### config.mk
export PLATFORM = sky130hd
export DESIGN_NAME = rca_stream_accumulator_flat
export DESIGN_NICKNAME = d
export VERILOG_FILES = /design/src/rtl/rca_stream_accumulator_pkg.sv /design/src/rtl/rca_stream_accumulator_if.sv /design/src/rtl/rca_acc_adder_stage.sv /design/src/rtl/rca_stream_accumulator.sv /design/src/flat_wrapper.sv
export SDC_FILE = /design/constraint.sdc
export NUM_CORES = 1
export LEC_CHECK = 0
export CAP_MARGIN = 20
export CORE_MARGIN = 10
export CORE_UTILIZATION = 40
export DETAILED_ROUTE_END_ITERATION = 6
export PLACE_DENSITY_LB_ADDON = 0.1
export SYNTH_ARGS = -nofsm -noshare
export SYNTH_HDL_FRONTEND = slang
export SYNTH_HIERARCHICAL = 1
export SYNTH_SLANG_ARGS = --single-unit
### constraint.sdc
create_clock -name clk -period 4.15 [get_ports clk]
set_input_delay 0.83 -clock clk [delete_from_list [all_inputs] [get_ports clk]]
set_output_delay 0.83 -clock clk [all_outputs]
set_load 0.02 [all_outputs]
### src/rtl/rca_stream_accumulator_pkg.sv
// Shared types and sizing helpers for the ripple-carry stream accumulator.
// Contents: accumulator state enum, default WIDTH/COUNT, result/count width functions.
package rca_pkg;

  localparam int unsigned DEF_WIDTH = 6;
  localparam int unsigned DEF_COUNT = 4;

  typedef enum logic [1:0] {
    IDLE  = 2'd0,
    ACCUM = 2'd1,
    DONE  = 2'd2
  } acc_state_e;

  // Carry counter / beat counter width: must hold the value COUNT itself.
  function automatic int unsigned cnt_width(input int unsigned count);
    return $clog2(count) + 1;
  endfunction

  // Full result width: COUNT * 2^WIDTH is the largest reachable total.
  function automatic int unsigned res_width(input int unsigned width, input int unsigned count);
    return width + cnt_width(count);
  endfunction

endpackage

### src/rtl/rca_stream_accumulator_if.sv
// Valid/ready operand stream in, valid/ready result out.
// Signals: in_valid/in_ready/in_data/in_cin (beat), out_valid/out_ready/out_sum/out_beats
// (result), flush when RCA_ACC_FLUSH_EN is defined.
// Modports: master = stream source / result sink, slave = accumulator.
interface rca_stream_accumulator_if
  import rca_pkg::*;
#(
  parameter int unsigned WIDTH = DEF_WIDTH,
  parameter int unsigned COUNT = DEF_COUNT
);

  localparam int unsigned RESW = res_width(WIDTH, COUNT);
  localparam int unsigned CNTW = cnt_width(COUNT);

  logic             in_valid;
  logic             in_ready;
  logic [WIDTH-1:0] in_data;
  logic             in_cin;
  logic             out_valid;
  logic             out_ready;
  logic [RESW-1:0]  out_sum;
  logic [CNTW-1:0]  out_beats;
`ifdef RCA_ACC_FLUSH_EN
  logic             flush;

  modport master (
    output in_valid, in_data, in_cin, out_ready, flush,
    input  in_ready, out_valid, out_sum, out_beats
  );
  modport slave (
    input  in_valid, in_data, in_cin, out_ready, flush,
    output in_ready, out_valid, out_sum, out_beats
  );
`else
  modport master (
    output in_valid, in_data, in_cin, out_ready,
    input  in_ready, out_valid, out_sum, out_beats
  );
  modport slave (
    input  in_valid, in_data, in_cin, out_ready,
    output in_ready, out_valid, out_sum, out_beats
  );
`endif

endinterface

### src/rtl/rca_acc_adder_stage.sv
// Combinational WIDTH-bit ripple-carry adder: sum = a + b + cin, carry out on cout.
// Ports: a, b (operands), cin (carry in), sum, cout.
module rca_acc_adder_stage #(
  parameter int unsigned WIDTH = 6
) (
  input  logic [WIDTH-1:0] a,
  input  logic [WIDTH-1:0] b,
  input  logic             cin,
  output logic [WIDTH-1:0] sum,
  output logic             cout
);

  logic [WIDTH:0] c;

  assign c[0] = cin;

  // One full adder per bit, carry rippling upward.
  for (genvar i = 0; i < WIDTH; i++) begin : g_fa
    assign sum[i]  = a[i] ^ b[i] ^ c[i];
    assign c[i+1]  = (a[i] & b[i]) | (c[i] & (a[i] ^ b[i]));
  end

  assign cout = c[WIDTH];

endmodule

### src/rtl/rca_stream_accumulator.sv
// Sums COUNT operand beats (plus per-beat carry-in) through a ripple-carry stage,
// extending the carry into a high counter, and presents the exact total on a
// registered valid/ready output.
// Ports: clk, rst_n (async active-low), bus (rca_stream_accumulator_if.slave).
// Optional: RCA_ACC_FLUSH_EN adds bus.flush to close an accumulation early.
module rca_stream_accumulator
  import rca_pkg::*;
#(
  parameter int unsigned WIDTH = DEF_WIDTH,
  parameter int unsigned COUNT = DEF_COUNT
) (
  input  logic clk,
  input  logic rst_n,
  rca_stream_accumulator_if.slave bus
);

  localparam int unsigned HIW  = cnt_width(COUNT);
  localparam int unsigned RESW = res_width(WIDTH, COUNT);

  acc_state_e       state_q, state_d;
  logic [WIDTH-1:0] acc_lo_q, acc_lo_d;
  logic [HIW-1:0]   acc_hi_q, acc_hi_d;
  logic [HIW-1:0]   cnt_q, cnt_d;
  logic             out_valid_q, out_valid_d;
  logic [RESW-1:0]  out_sum_q, out_sum_d;
  logic [HIW-1:0]   out_beats_q, out_beats_d;

  logic             in_ready_c;
  logic             xfer_c;
  logic [WIDTH-1:0] add_a_c;
  logic [WIDTH-1:0] add_sum_c;
  logic             add_cout_c;

  // Ready depends on state only, never on in_valid.
  assign in_ready_c = (state_q != DONE);
  assign xfer_c     = bus.in_valid && in_ready_c;
  // A fresh accumulation starts from zero without needing acc_lo cleared first.
  assign add_a_c    = (state_q == IDLE) ? '0 : acc_lo_q;

  rca_acc_adder_stage #(.WIDTH(WIDTH)) u_adder (
    .a    (add_a_c),
    .b    (bus.in_data),
    .cin  (bus.in_cin),
    .sum  (add_sum_c),
    .cout (add_cout_c)
  );

  // State and datapath registers.
  always_ff @(posedge clk or negedge rst_n) begin
    if (!rst_n) begin
      state_q     <= IDLE;
      acc_lo_q    <= '0;
      acc_hi_q    <= '0;
      cnt_q       <= '0;
      out_valid_q <= 1'b0;
      out_sum_q   <= '0;
      out_beats_q <= '0;
    end else begin
      state_q     <= state_d;
      acc_lo_q    <= acc_lo_d;
      acc_hi_q    <= acc_hi_d;
      cnt_q       <= cnt_d;
      out_valid_q <= out_valid_d;
      out_sum_q   <= out_sum_d;
      out_beats_q <= out_beats_d;
    end
  end

  // Next-state and next-register values; everything holds unless a transfer or handshake occurs.
  always_comb begin
    state_d     = state_q;
    acc_lo_d    = acc_lo_q;
    acc_hi_d    = acc_hi_q;
    cnt_d       = cnt_q;
    out_sum_d   = out_sum_q;
    out_beats_d = out_beats_q;

    unique case (state_q)
      IDLE: begin
        if (xfer_c) begin
          acc_lo_d = add_sum_c;
          acc_hi_d = HIW'(add_cout_c);
          cnt_d    = HIW'(1);
          state_d  = ACCUM;
        end
      end
      ACCUM: begin
        if (xfer_c) begin
          acc_lo_d = add_sum_c;
          acc_hi_d = HIW'(acc_hi_q + HIW'(add_cout_c));
          cnt_d    = HIW'(cnt_q + HIW'(1));
          if (cnt_d == HIW'(COUNT)) state_d = DONE;
        end
`ifdef RCA_ACC_FLUSH_EN
        // Any beat taken this cycle is already folded in above.
        if (bus.flush) state_d = DONE;
`endif
      end
      DONE: begin
        if (bus.out_ready) begin
          state_d     = IDLE;
          acc_lo_d    = '0;
          acc_hi_d    = '0;
          cnt_d       = '0;
          out_sum_d   = '0;
          out_beats_d = '0;
        end
      end
      default: state_d = IDLE;
    endcase

    // Capture the total once, on entry to DONE, so it stays stable under backpressure.
    if (state_q != DONE && state_d == DONE) begin
      out_sum_d   = {acc_hi_d, acc_lo_d};
      out_beats_d = cnt_d;
    end

    out_valid_d = (state_d == DONE);
  end

  assign bus.in_ready  = in_ready_c;
  assign bus.out_valid = out_valid_q;
  assign bus.out_sum   = out_sum_q;
  assign bus.out_beats = out_beats_q;

endmodule

### src/flat_wrapper.sv
// flat-port wrapper written by rule: the top's interface ports become plain ports
module rca_stream_accumulator_flat import rca_pkg::*;
#(
  parameter int unsigned WIDTH = DEF_WIDTH,
  parameter int unsigned COUNT = DEF_COUNT
)
  (clk, rst_n, bus_in_valid, bus_in_data, bus_in_cin, bus_out_ready, bus_in_ready, bus_out_valid, bus_out_sum, bus_out_beats);
  rca_stream_accumulator_if #(.WIDTH(WIDTH), .COUNT(COUNT)) bus_i ();
  input  logic clk;
  input  logic rst_n;
  input wire logic [$bits(bus_i.in_valid)-1:0] bus_in_valid;
  input wire logic [$bits(bus_i.in_data)-1:0] bus_in_data;
  input wire logic [$bits(bus_i.in_cin)-1:0] bus_in_cin;
  input wire logic [$bits(bus_i.out_ready)-1:0] bus_out_ready;
  output wire logic [$bits(bus_i.in_ready)-1:0] bus_in_ready;
  output wire logic [$bits(bus_i.out_valid)-1:0] bus_out_valid;
  output wire logic [$bits(bus_i.out_sum)-1:0] bus_out_sum;
  output wire logic [$bits(bus_i.out_beats)-1:0] bus_out_beats;
  assign bus_i.in_valid = bus_in_valid;
  assign bus_i.in_data = bus_in_data;
  assign bus_i.in_cin = bus_in_cin;
  assign bus_i.out_ready = bus_out_ready;
  assign bus_in_ready = bus_i.in_ready;
  assign bus_out_valid = bus_i.out_valid;
  assign bus_out_sum = bus_i.out_sum;
  assign bus_out_beats = bus_i.out_beats;
  rca_stream_accumulator #(.WIDTH(WIDTH), .COUNT(COUNT)) u_core (.clk(clk), .rst_n(rst_n), .bus(bus_i));
endmodule
* Word level (Yosys, flattened, before mapping) *
Index checks and enable logic that the tools add are counted.

cells by class
  add/sub/neg operators = 2
  eq/ne operators = 5
  muxes and demuxes = 23
  bitwise operators = 30
  reduce and logical (&&, ||, !) cells = 7

operators with widths
  cell                                                 count
  2-to-1 mux 3 bit                                     9
  2-to-1 mux 9 bit                                     3
  2-to-1 mux 6 bit                                     3
  case mux 3 bit (3 select lines)                      2
  bitwise AND 1 bit                                    12
  case mux 6 bit (2 select lines)                      1
  bitwise XOR 1 bit                                    12
  2-to-1 mux 2 bit                                     4
  OR 1 bit                                             6
  case mux 2 bit (3 select lines)                      1
  equality test 2 bit, second input constant           2
  nonzero test 2 bit                                   2
  adder 3 x 1 -> 3 bit                                 1
  adder 3 x 1 -> 3 bit, second input constant          1
  equality test 3 bit, second input constant           1
  equality test 2 x 1 -> 1 bit, second input constant  1
  logical AND 1 bit                                    2
  logical NOT 2 bit                                    1
  != test 2 bit, second input constant                 1
  AND reduction 2 bit                                  1
  OR reduction 2 bit                                   1

word-level totals
  bits in registers = 27
  input bits = 11
  output and inout port bits = 14
  word-level logic and storage cells = 74

* Logic depth before layout (Yosys ltp) *
Gate-level depths: netlist of the first run.

  word-level depth = 19
  mapped depth = 18
  depth with buffers taken out = 17

* By module *
Netlist of the first run, hierarchy kept.

modules (own cells, without submodules)
  module                  times used  cells each  area an instance (µm²)  sequential area each (µm²)
  rca_stream_accumulator  1           119         1217.4                  675.6
  rca_acc_adder_stage     1           16          157.7                   0.0

* Least setup slack after synthesis of the first run *
Ideal clock, no wire load.

  path kind = register -> register
  from = reg u_core.state_q[0]
  to = reg u_core.out_sum_q[7] (netlist: u_core/bus.out_sum[7])
  library setup time = 125 ps
  arrival = 3885 ps
  required time = 4025 ps
  path slack = 141 ps
  stages on the path, launching flop included = 18
  cell sequence = dfrtp_1 -> clkbuf_1 -> nor2_1 -> nor2b_1 -> fa_1 -> inv_1 -> fa_1 -> inv_1 -> fa_1 -> fa_1 -> fa_1 -> inv_1 -> fa_1 -> inv_1 -> ha_1 -> ha_1 -> a32o_1 -> mux2_2

on the way
  word-level cells in the longest chain between the ends = 19

ends and longest elaborated chain
  element                              line                           RTL
  start: declaration                   rca_stream_accumulator.sv:20   acc_state_e state_q, state_d;
  start signal: assignment             rca_stream_accumulator.sv:59   state_q <= state_d;
  logical NOT 2 bit (*)                rca_stream_accumulator.sv:38   assign add_a_c = (state_q == IDLE) ? '0 : acc_lo_q;
  2-to-1 mux 6 bit (*)                 rca_stream_accumulator.sv:38
  net u_core.add_a_c[0]                rca_stream_accumulator.sv:30   logic [WIDTH-1:0] add_a_c;
  bitwise XOR 1 bit                    rca_acc_adder_stage.sv:20      assign c[i+1] = (a[i] & b[i]) | (c[i] & (a[i] ^ b[i]));
  bitwise AND 1 bit                    rca_acc_adder_stage.sv:20
  OR 1 bit (*)                         rca_acc_adder_stage.sv:20
  bitwise AND 1 bit (*)                rca_acc_adder_stage.sv:20
  OR 1 bit (*)                         rca_acc_adder_stage.sv:20
  [... 6 more ...]                     -
  bitwise AND 1 bit (*)                rca_acc_adder_stage.sv:20
  OR 1 bit (*)                         rca_acc_adder_stage.sv:20
  net u_core.add_cout_c                rca_stream_accumulator.sv:32   logic add_cout_c;
  adder 3 x 1 -> 3 bit (*)             rca_stream_accumulator.sv:90   acc_hi_d = HIW'(acc_hi_q + HIW'(add_cout_c));
  2-to-1 mux 3 bit (*)                 rca_stream_accumulator.sv:88   if (xfer_c) begin
  case mux 3 bit (3 select lines) (*)  rca_stream_accumulator.sv:78   unique case (state_q)
  net u_core.acc_hi_d[1]               rca_stream_accumulator.sv:22   logic [HIW-1:0] acc_hi_q, acc_hi_d;
  2-to-1 mux 9 bit (*)                 rca_stream_accumulator.sv:113  if (state_q != DONE && state_d == DONE) begin
  end signal: assignment               rca_stream_accumulator.sv:64   out_sum_q <= out_sum_d;
  end: declaration                     rca_stream_accumulator.sv:25   logic [RESW-1:0] out_sum_q, out_sum_d;

The timed path passes the listed nets; every way through them passes the cells marked *.
A chain may end at the register's enable or synchronous reset.

* Worst setup path in the final report of the first run *
  from = in bus_in_data[0]
  to = reg u_core.out_sum_q[7] (netlist: u_core/bus.out_sum[7])

on the way
  word-level cells in the longest chain between the ends = 17

ends and longest elaborated chain
  element                              line                           RTL
  start: declaration                   flat_wrapper.sv:12             input wire logic [$bits(bus_i.in_data)-1:0] bus_in_data;
  bitwise XOR 1 bit                    rca_acc_adder_stage.sv:20
  bitwise AND 1 bit                    rca_acc_adder_stage.sv:20
  OR 1 bit (*)                         rca_acc_adder_stage.sv:20
  bitwise AND 1 bit (*)                rca_acc_adder_stage.sv:20
  OR 1 bit (*)                         rca_acc_adder_stage.sv:20
  bitwise AND 1 bit (*)                rca_acc_adder_stage.sv:20
  OR 1 bit (*)                         rca_acc_adder_stage.sv:20
  bitwise AND 1 bit (*)                rca_acc_adder_stage.sv:20
  [... 3 more ...]                     -
  bitwise AND 1 bit (*)                rca_acc_adder_stage.sv:20
  OR 1 bit (*)                         rca_acc_adder_stage.sv:20
  net u_core.add_cout_c                rca_stream_accumulator.sv:32
  adder 3 x 1 -> 3 bit (*)             rca_stream_accumulator.sv:90
  2-to-1 mux 3 bit (*)                 rca_stream_accumulator.sv:88
  case mux 3 bit (3 select lines) (*)  rca_stream_accumulator.sv:78
  net u_core.acc_hi_d[1]               rca_stream_accumulator.sv:22
  2-to-1 mux 9 bit (*)                 rca_stream_accumulator.sv:113

Marks and branches as above.

==> results of run 1 <==
## layout make-up
type	instances	area share [%]
flip-flops and latches	27	39.3
multi-input cells	91	36.7
repair buffers	30	16.6
well taps	46	3.35
inverters	11	2.40
clock buffers	3	1.31
clock inverters	1	0.291
## metal layers
metal,global-route usage [%],vias to the layer above
met4,4.30,0
met2,17.2,17
met5,0,-
met1,11.4,470
met3,3.19,2
li1,-,499
## through the flow
step           std cells  area [um^2]  setup slack (ns)  utilization [%]
2_1_floorplan        135         1380             0.141                -
3_3_place_gp         205         1690            -0.225             50.5
3_5_place_dp         205         1690            -0.316             50.5
4_1_cts              209         1710            0.0718             51.3
5_1_grt              209         1720            0.0500             51.5
6_report             209         1720             0.192             51.5
## power by group through the flow
stage / logic, W / registers [W] / clock network, W
after floorplan: 0.000332 / 0.000487 / 0
after global placement: 0.000587 / 0.000430 / 0
after detailed placement: 0.000606 / 0.000436 / 0
after CTS: 0.000611 / 0.000428 / 0.000122
after global routing: 0.000697 / 0.000439 / 0.000132
final: 0.000602 / 0.000427 / 0.000116
## path summary, 6_finish.rpt
kind / slack, ns / startpoint / endpoint / cells past startpoint
min: 0.49 / u_core/acc_lo_q[4] / u_core/acc_lo_q[4] / 2
max in group asynchronous: 3.04 / rst_n / u_core/bus.out_sum[6] / 2
max reg2reg: 0.41 / u_core/state_q[1] / u_core/bus.out_sum[7] / 16
min reg2reg: 0.49 / u_core/acc_lo_q[4] / u_core/acc_lo_q[4] / 2
max: 0.19 / bus_in_data[0] / u_core/bus.out_sum[7] / 15
min in group asynchronous: 0.85 / rst_n / u_core/bus.out_valid / 2
## registers in the layout (all words and copies together), names as in the netlist
register	count
u_core/bus.out_sum	9
u_core/acc_lo_q	6
u_core/acc_hi_q	3
u_core/bus.out_beats	3
u_core/cnt_q	3
u_core/state_q	2
u_core/bus.out_valid	1
## cell families after synthesis
family,share of synthesized area [%]
and+or+nand+nor,21.4
DFF,49.1
AOI/OAI and AO/OA,7.73
buffers and inverters,5.37
adders and majority gates,13.3
muxes,2.46
xor gates and xnor gates,0.637
## worst max-delay path: cells and delay by family
kind            cells  cell delay, ns
fa+ha+maj           8            2.18
buf+inv             5            0.66
mux                 1            0.26
compound gates      1            0.26
## cells in the mapped netlist (all sizes together), types with 2 or more instances
master and n:
nand2 28, dfrtp 27, inv 11, o21ai 11, nor2b 10, nand3 9, fa 6, ha 5
buf 4, nor2 4, a32o 3, mux2 3, and2 2, clkbuf 2, nand2b 2
## cells in the final DEF, fill, tap and decap left out
master / Yosys / final
nand2_1: 28 / 28
dfrtp_1: 27 / 27
clkdlybuf4s50_1: 0 / 24
o21ai_0: 11 / 11
inv_1: 11 / 11
nand3_1: 9 / 9
nor2b_1: 8 / 8
buf_4: 0 / 6
ha_1: 5 / 5
nor2_1: 4 / 4
fa_1: 6 / 4
clkbuf_4: 0 / 3
a32o_1: 3 / 3
mux2_2: 3 / 3
nand2b_1: 2 / 2
and2_1: 2 / 2
fa_2: 0 / 2
clkinv_2: 0 / 1
nor2b_2: 1 / 1
nand3b_2: 1 / 1
nor2b_4: 1 / 1
a21oi_1: 1 / 1
nand4b_1: 1 / 1
xor2_1: 1 / 1
nand4_1: 1 / 1
nor3_1: 1 / 1
a22oi_1: 1 / 1
o41ai_1: 1 / 1
==> run_results.csv, run 1 <==
group,metric,value,unit
status,status,"completed",
power_and_ir_drop,p_seq_share,37.3,%
timing,skew,0.0109,ns
detailed_routing,wl_met2,1.43,mm
power_and_ir_drop,vdd_drop_max,0.305,mV
detailed_routing,wl_per_cell,14.0,um
critical_path,cp_data_arrival_time,4.20,ns
critical_path,crit_path_cell_trace,"clkdlybuf4s50_1 -> fa_1 -> inv_1 -> fa_1 -> inv_1 -> fa_2 -> fa_2 -> fa_1 -> inv_1 -> fa_1 -> inv_1 -> ha_1 -> ha_1 -> a32o_1 -> mux2_2",
detailed_routing,dr.pass1.iters,4,
detailed_routing,routed_wirelength,2.92,mm
timing,slew_headroom,76.7,%
die,ios,25,
synth,synthTopCellsByArea,"dfrtp_1 49%, fa_1 8.7%, nand2_1 7.6%",
critical_path,startpoint_type,"input port",
final_layout,register_area,676,um^2
detailed_routing,viasPerCell,4.73,
final_layout,multiInputGateArea,631,um^2
timing,grt_setup_unrepaired,"false",
synth,synth_cell_types,27,
clock_network,holdBufCountCts,0,
die,die_w,78.6,um
die,start_util,41.2,%
clock_network,post_cts_resized,0,
power_and_ir_drop,netSwitchingFraction,39.7,%
timing,fmax,253,MHz
clock_network,insertion_delay,0.33,ns
final_layout,areaGrowthSynthToFinish,24.9,%
timing,hold_viol_final,0,
detailed_routing,met1_length,1.30,mm
timing,fin_crit_sh,95.4,%
die,fp-row-count,21,
critical_path,cp_max_fo,2,
final_layout,nFillCells,327,
grt,grt_pass1_vias,1081,
grt,grt_usage,10.1,%
timing,setup_tns,0,ns
synth,syn_inst,135,
die,core_area,3340,um^2
die,die_height,78.6,um
timing,setup_viol,0,
place,gp_congestion,0.750,
clock_network,clock-sinks,27,
clock_network,post-cts-setup-buffers,0,
power_and_ir_drop,powerDensity,666,nW/um^2
synth,ys_ff_latch,27,
hold_path,hold_class,"reg -> reg",
clock_network,clkTransAtPathRegs,0.15,ns
final_layout,drive_above_1_share,11.0,%
place,dpl.hpwl,2.19,mm
grt,antenna_found_initial,0,
grt,overflow,0,
synth,yosys_warnings,6,
synth,yosysTopAreaCellShare,49.1,%
timing,tightest_slew,0.347,ns
power_and_ir_drop,finalPower,0.00114,W
detailed_routing,top_layer,"met4",
detailed_routing,dr_total_vias,988,
synth,synth.largest_area_cell,"dfrtp_1",
synth,synthesis.nets,157,
synth,synthesis.area,1380,um^2
power_and_ir_drop,intPower,0.000690,W
timing,finalCriticalPeriod,3.96,ns
power_and_ir_drop,p_comb_share,52.6,%
flow_run,cap_viol_max_count,0,
clock_network,cts_tree,"done",
power_and_ir_drop,p_leak,0.839,nW
critical_path,end_kind,"flop",
synth,syn_area_per_cell,10.2,um^2
synth,synthFlopType,"dfrtp_1",
grt,grt_pass1_wl,5.05,mm
synth,ys_seq_area_share,49.1,%
detailed_routing,drtAntennaViolNets,0,
critical_path,cp.required,4.39,ns
detailed_routing,met3WireLength,165,um
synth,synthArstFlopShare,100,%
clock_network,cts_buffers,3,
power_and_ir_drop,netSwitchingPower,0.000455,W
detailed_routing,drc,0,
timing,slew_violations,0,
detailed_routing,drtIter0Drc,76,
final_layout,diodes,0,
power_and_ir_drop,pwr-share-clk,10.2,%
critical_path,cp_slowest_cell,"clkdlybuf4s50_1",
clock_network,clock_path_buffers,2,
grt,grt_max_degree,28,
critical_path,max_stage_delay,0.42,ns
clock_network,cts_root_buffer,"clkbuf_4",
die,die-area,6180,um^2
critical_path,critPathKind,"in -> reg",
timing,whs,0.487,ns
clock_network,ctsHtreeMaxLevel,1,
place,portBuffers,24,
final_layout,fin_nets,186,
synth,synth-edff-count,0,
Note: power is estimated with default switching activity, not from simulation.
==> run 2, diff against run 1 <==
--- a/config.mk
+++ b/config.mk
@@ -9,7 +9,7 @@
 export CORE_MARGIN = 10
 export CORE_UTILIZATION = 40
 export DETAILED_ROUTE_END_ITERATION = 6
-export PLACE_DENSITY_LB_ADDON = 0.1
+export PLACE_DENSITY = 0.63
 export SYNTH_ARGS = -nofsm -noshare
 export SYNTH_HDL_FRONTEND = slang
 export SYNTH_HIERARCHICAL = 1
==> run 2 against run 1 <==
Net effect: combinational power decreased by 1%; first-iteration DRC count decreased by 34%; sequential share of layout area unchanged; non-clock buffer count unchanged; wire length decreased by 2.1%; die area unchanged; power decreased by 0.85%; sequential cell count unchanged; critical path depth unchanged; critical endpoint unchanged; largest power group unchanged.
==> run_results.csv, run 2 (synthesis results as in run 1) <==
group,metric,value,unit
status,status,"completed",
power_and_ir_drop,p_leak,0.850,nW
die,die-area,6180,um^2
power_and_ir_drop,netSwitchingPower,0.000451,W
die,die_w,78.6,um
power_and_ir_drop,intPower,0.000684,W
power_and_ir_drop,p_seq_share,37.6,%
timing,setup_viol,0,
final_layout,fin_nets,186,
timing,fin_crit_sh,96.5,%
clock_network,clock_path_buffers,2,
grt,antenna_found_initial,0,
critical_path,critPathKind,"in -> reg",
die,core_area,3340,um^2
detailed_routing,wl_per_cell,13.7,um
power_and_ir_drop,netSwitchingFraction,39.7,%
final_layout,nFillCells,319,
final_layout,final_util,51.5,%
timing,grt_setup_unrepaired,"false",
final_layout,areaGrowthSynthToFinish,24.9,%
detailed_routing,drtIter0Drc,50,
place,dpl.hpwl,2.14,mm
clock_network,cts_buffers,3,
timing,fmax,250,MHz
final_layout,final_common_cell,"nand2_1",
final_layout,final_cells,209,
clock_network,cts_tree,"done",
clock_network,clkTransAtPathRegs,0.15,ns
grt,grt_max_degree,28,
final_layout,layout_common_cells,"28 x nand2_1, 27 x dfrtp_1, 23 x clkdlybuf4s50_1",
place,gp_congestion,0.850,
detailed_routing,viasPerCell,4.88,
detailed_routing,drtAntennaViolNets,0,
detailed_routing,routed_wirelength,2.86,mm
detailed_routing,dr_total_vias,1020,
timing,slew_violations,0,
critical_path,cp_max_fo,2,
clock_network,ctsHtreeMaxLevel,1,
critical_path,cp_data_arrival_time,4.23,ns
detailed_routing,dr.pass1.iters,4,
clock_network,insertion_delay,0.32,ns
clock_network,cts_root_buffer,"clkbuf_4",
clock_network,clock-sinks,27,
timing,skew,0.00305,ns
timing,setup_tns,0,ns
timing,finalCriticalPeriod,4.01,ns
timing,slew_headroom,72.7,%
final_layout,drive_above_1_share,10.4,%
grt,grt_pass1_vias,1042,
timing,hold_viol_final,0,
detailed_routing,drc,0,
die,start_util,41.2,%
grt,overflow,0,
grt,grt_usage,9.72,%
critical_path,end_kind,"flop",
power_and_ir_drop,powerDensity,661,nW/um^2
timing,tightest_slew,0.409,ns
critical_path,cp.required,4.38,ns
clock_network,holdBufCountCts,0,
power_and_ir_drop,vdd_drop_max,0.309,mV
hold_path,hold_class,"reg -> reg",
grt,grt_pass1_wl,4.95,mm
final_layout,diodes,0,
power_and_ir_drop,pwr-share-clk,10.2,%
place,dp_cells,205,
die,fp-row-count,21,
place,portBuffers,24,
die,die_height,78.6,um
critical_path,startpoint_type,"input port",
clock_network,post-cts-setup-buffers,0,
die,ios,25,
final_layout,largest_register_ffs,9,
flow_run,cap_viol_max_count,0,
power_and_ir_drop,p_comb_share,52.3,%
-- run 2: changes by cell type in the layout (fill, tap and decap cells not counted), sizes merged --
cell | previous run | this run
clkdlybuf4s50 | 24 | 23
dlymetal6s2s | 0 | 1
-- run 2: worst paths after layout --
kind                       slack [ns]          startpoint  cells past startpoint                    end
setup / recovery                 0.14          bus_in_cin                     15  u_core/bus.out_sum[7]
hold / removal                   0.49  u_core/acc_lo_q[3]                      2     u_core/acc_lo_q[3]
setup reg to reg                 0.39   u_core/state_q[1]                     16  u_core/bus.out_sum[7]
hold reg to reg                  0.49  u_core/acc_lo_q[3]                      2     u_core/acc_lo_q[3]
max in group asynchronous        3.04               rst_n                      2   u_core/bus.out_valid
min in group asynchronous        0.86               rst_n                      2  u_core/bus.out_sum[8]
-- run 2: what timing repair did --
item | 4_1_cts | 5_1_grt
endpoints found under the hold margin | 0 | 0
gates resized for setup | 0 | 2
setup endpoints to repair | 0 | 1
-- run 2: routing by layer --
metal	part of all wire, %	up-vias	GRT usage [%]
li1	-	493	-
met2	52	16	15.8
met5	0	-	0
met3	4.7	2	2.62
met1	43	509	12.2
met4	0.49	0	3.23
-- run 2: power groups by stage --
stage               Combinational (W)  Clock, W  Sequential [W]
CTS                          0.000603  0.000122        0.000430
global route                 0.000679  0.000132        0.000443
floorplan                    0.000332         0        0.000487
global placement             0.000584         0        0.000430
finish                       0.000593  0.000115        0.000427
detailed placement           0.000597         0        0.000437
-- run 2: layout make-up --
type | count | area [um^2] | share of cell area, %
Clock buffer | 3 | 22.5 | 1.31
Clock inverter | 1 | 5.00 | 0.291
Inverter | 11 | 41.3 | 2.40
Multi-Input combinational cell | 91 | 628 | 36.6
Sequential cell | 27 | 676 | 39.3
Tap cell | 46 | 57.6 | 3.35
Timing Repair Buffer | 30 | 288 | 16.8
-- run 2: worst max-delay path, stage by stage --
cell and delay, ns:
clkdlybuf4s50_1 0.44, fa_2 0.34, inv_1 0.07, fa_1 0.15, inv_1 0.05, fa_1 0.37
fa_1 0.38, fa_1 0.36, inv_1 0.07, fa_1 0.15, inv_1 0.05, ha_1 0.17
ha_1 0.27, a32o_1 0.27, mux2_2 0.26
-- run 2: through the flow --
stage | area [um^2] | hold WS (ns) | setup WS (ns) | total power, W
floorplan | 1380 | 0.437 | 0.141 | 0.000820
global placement | 1690 | 0.454 | -0.219 | 0.00101
detailed placement | 1690 | 0.459 | -0.326 | 0.00103
CTS | 1710 | 0.495 | 0.0541 | 0.00115
global route | 1720 | 0.520 | 0.0271 | 0.00125
finish | 1720 | 0.489 | 0.145 | 0.00113
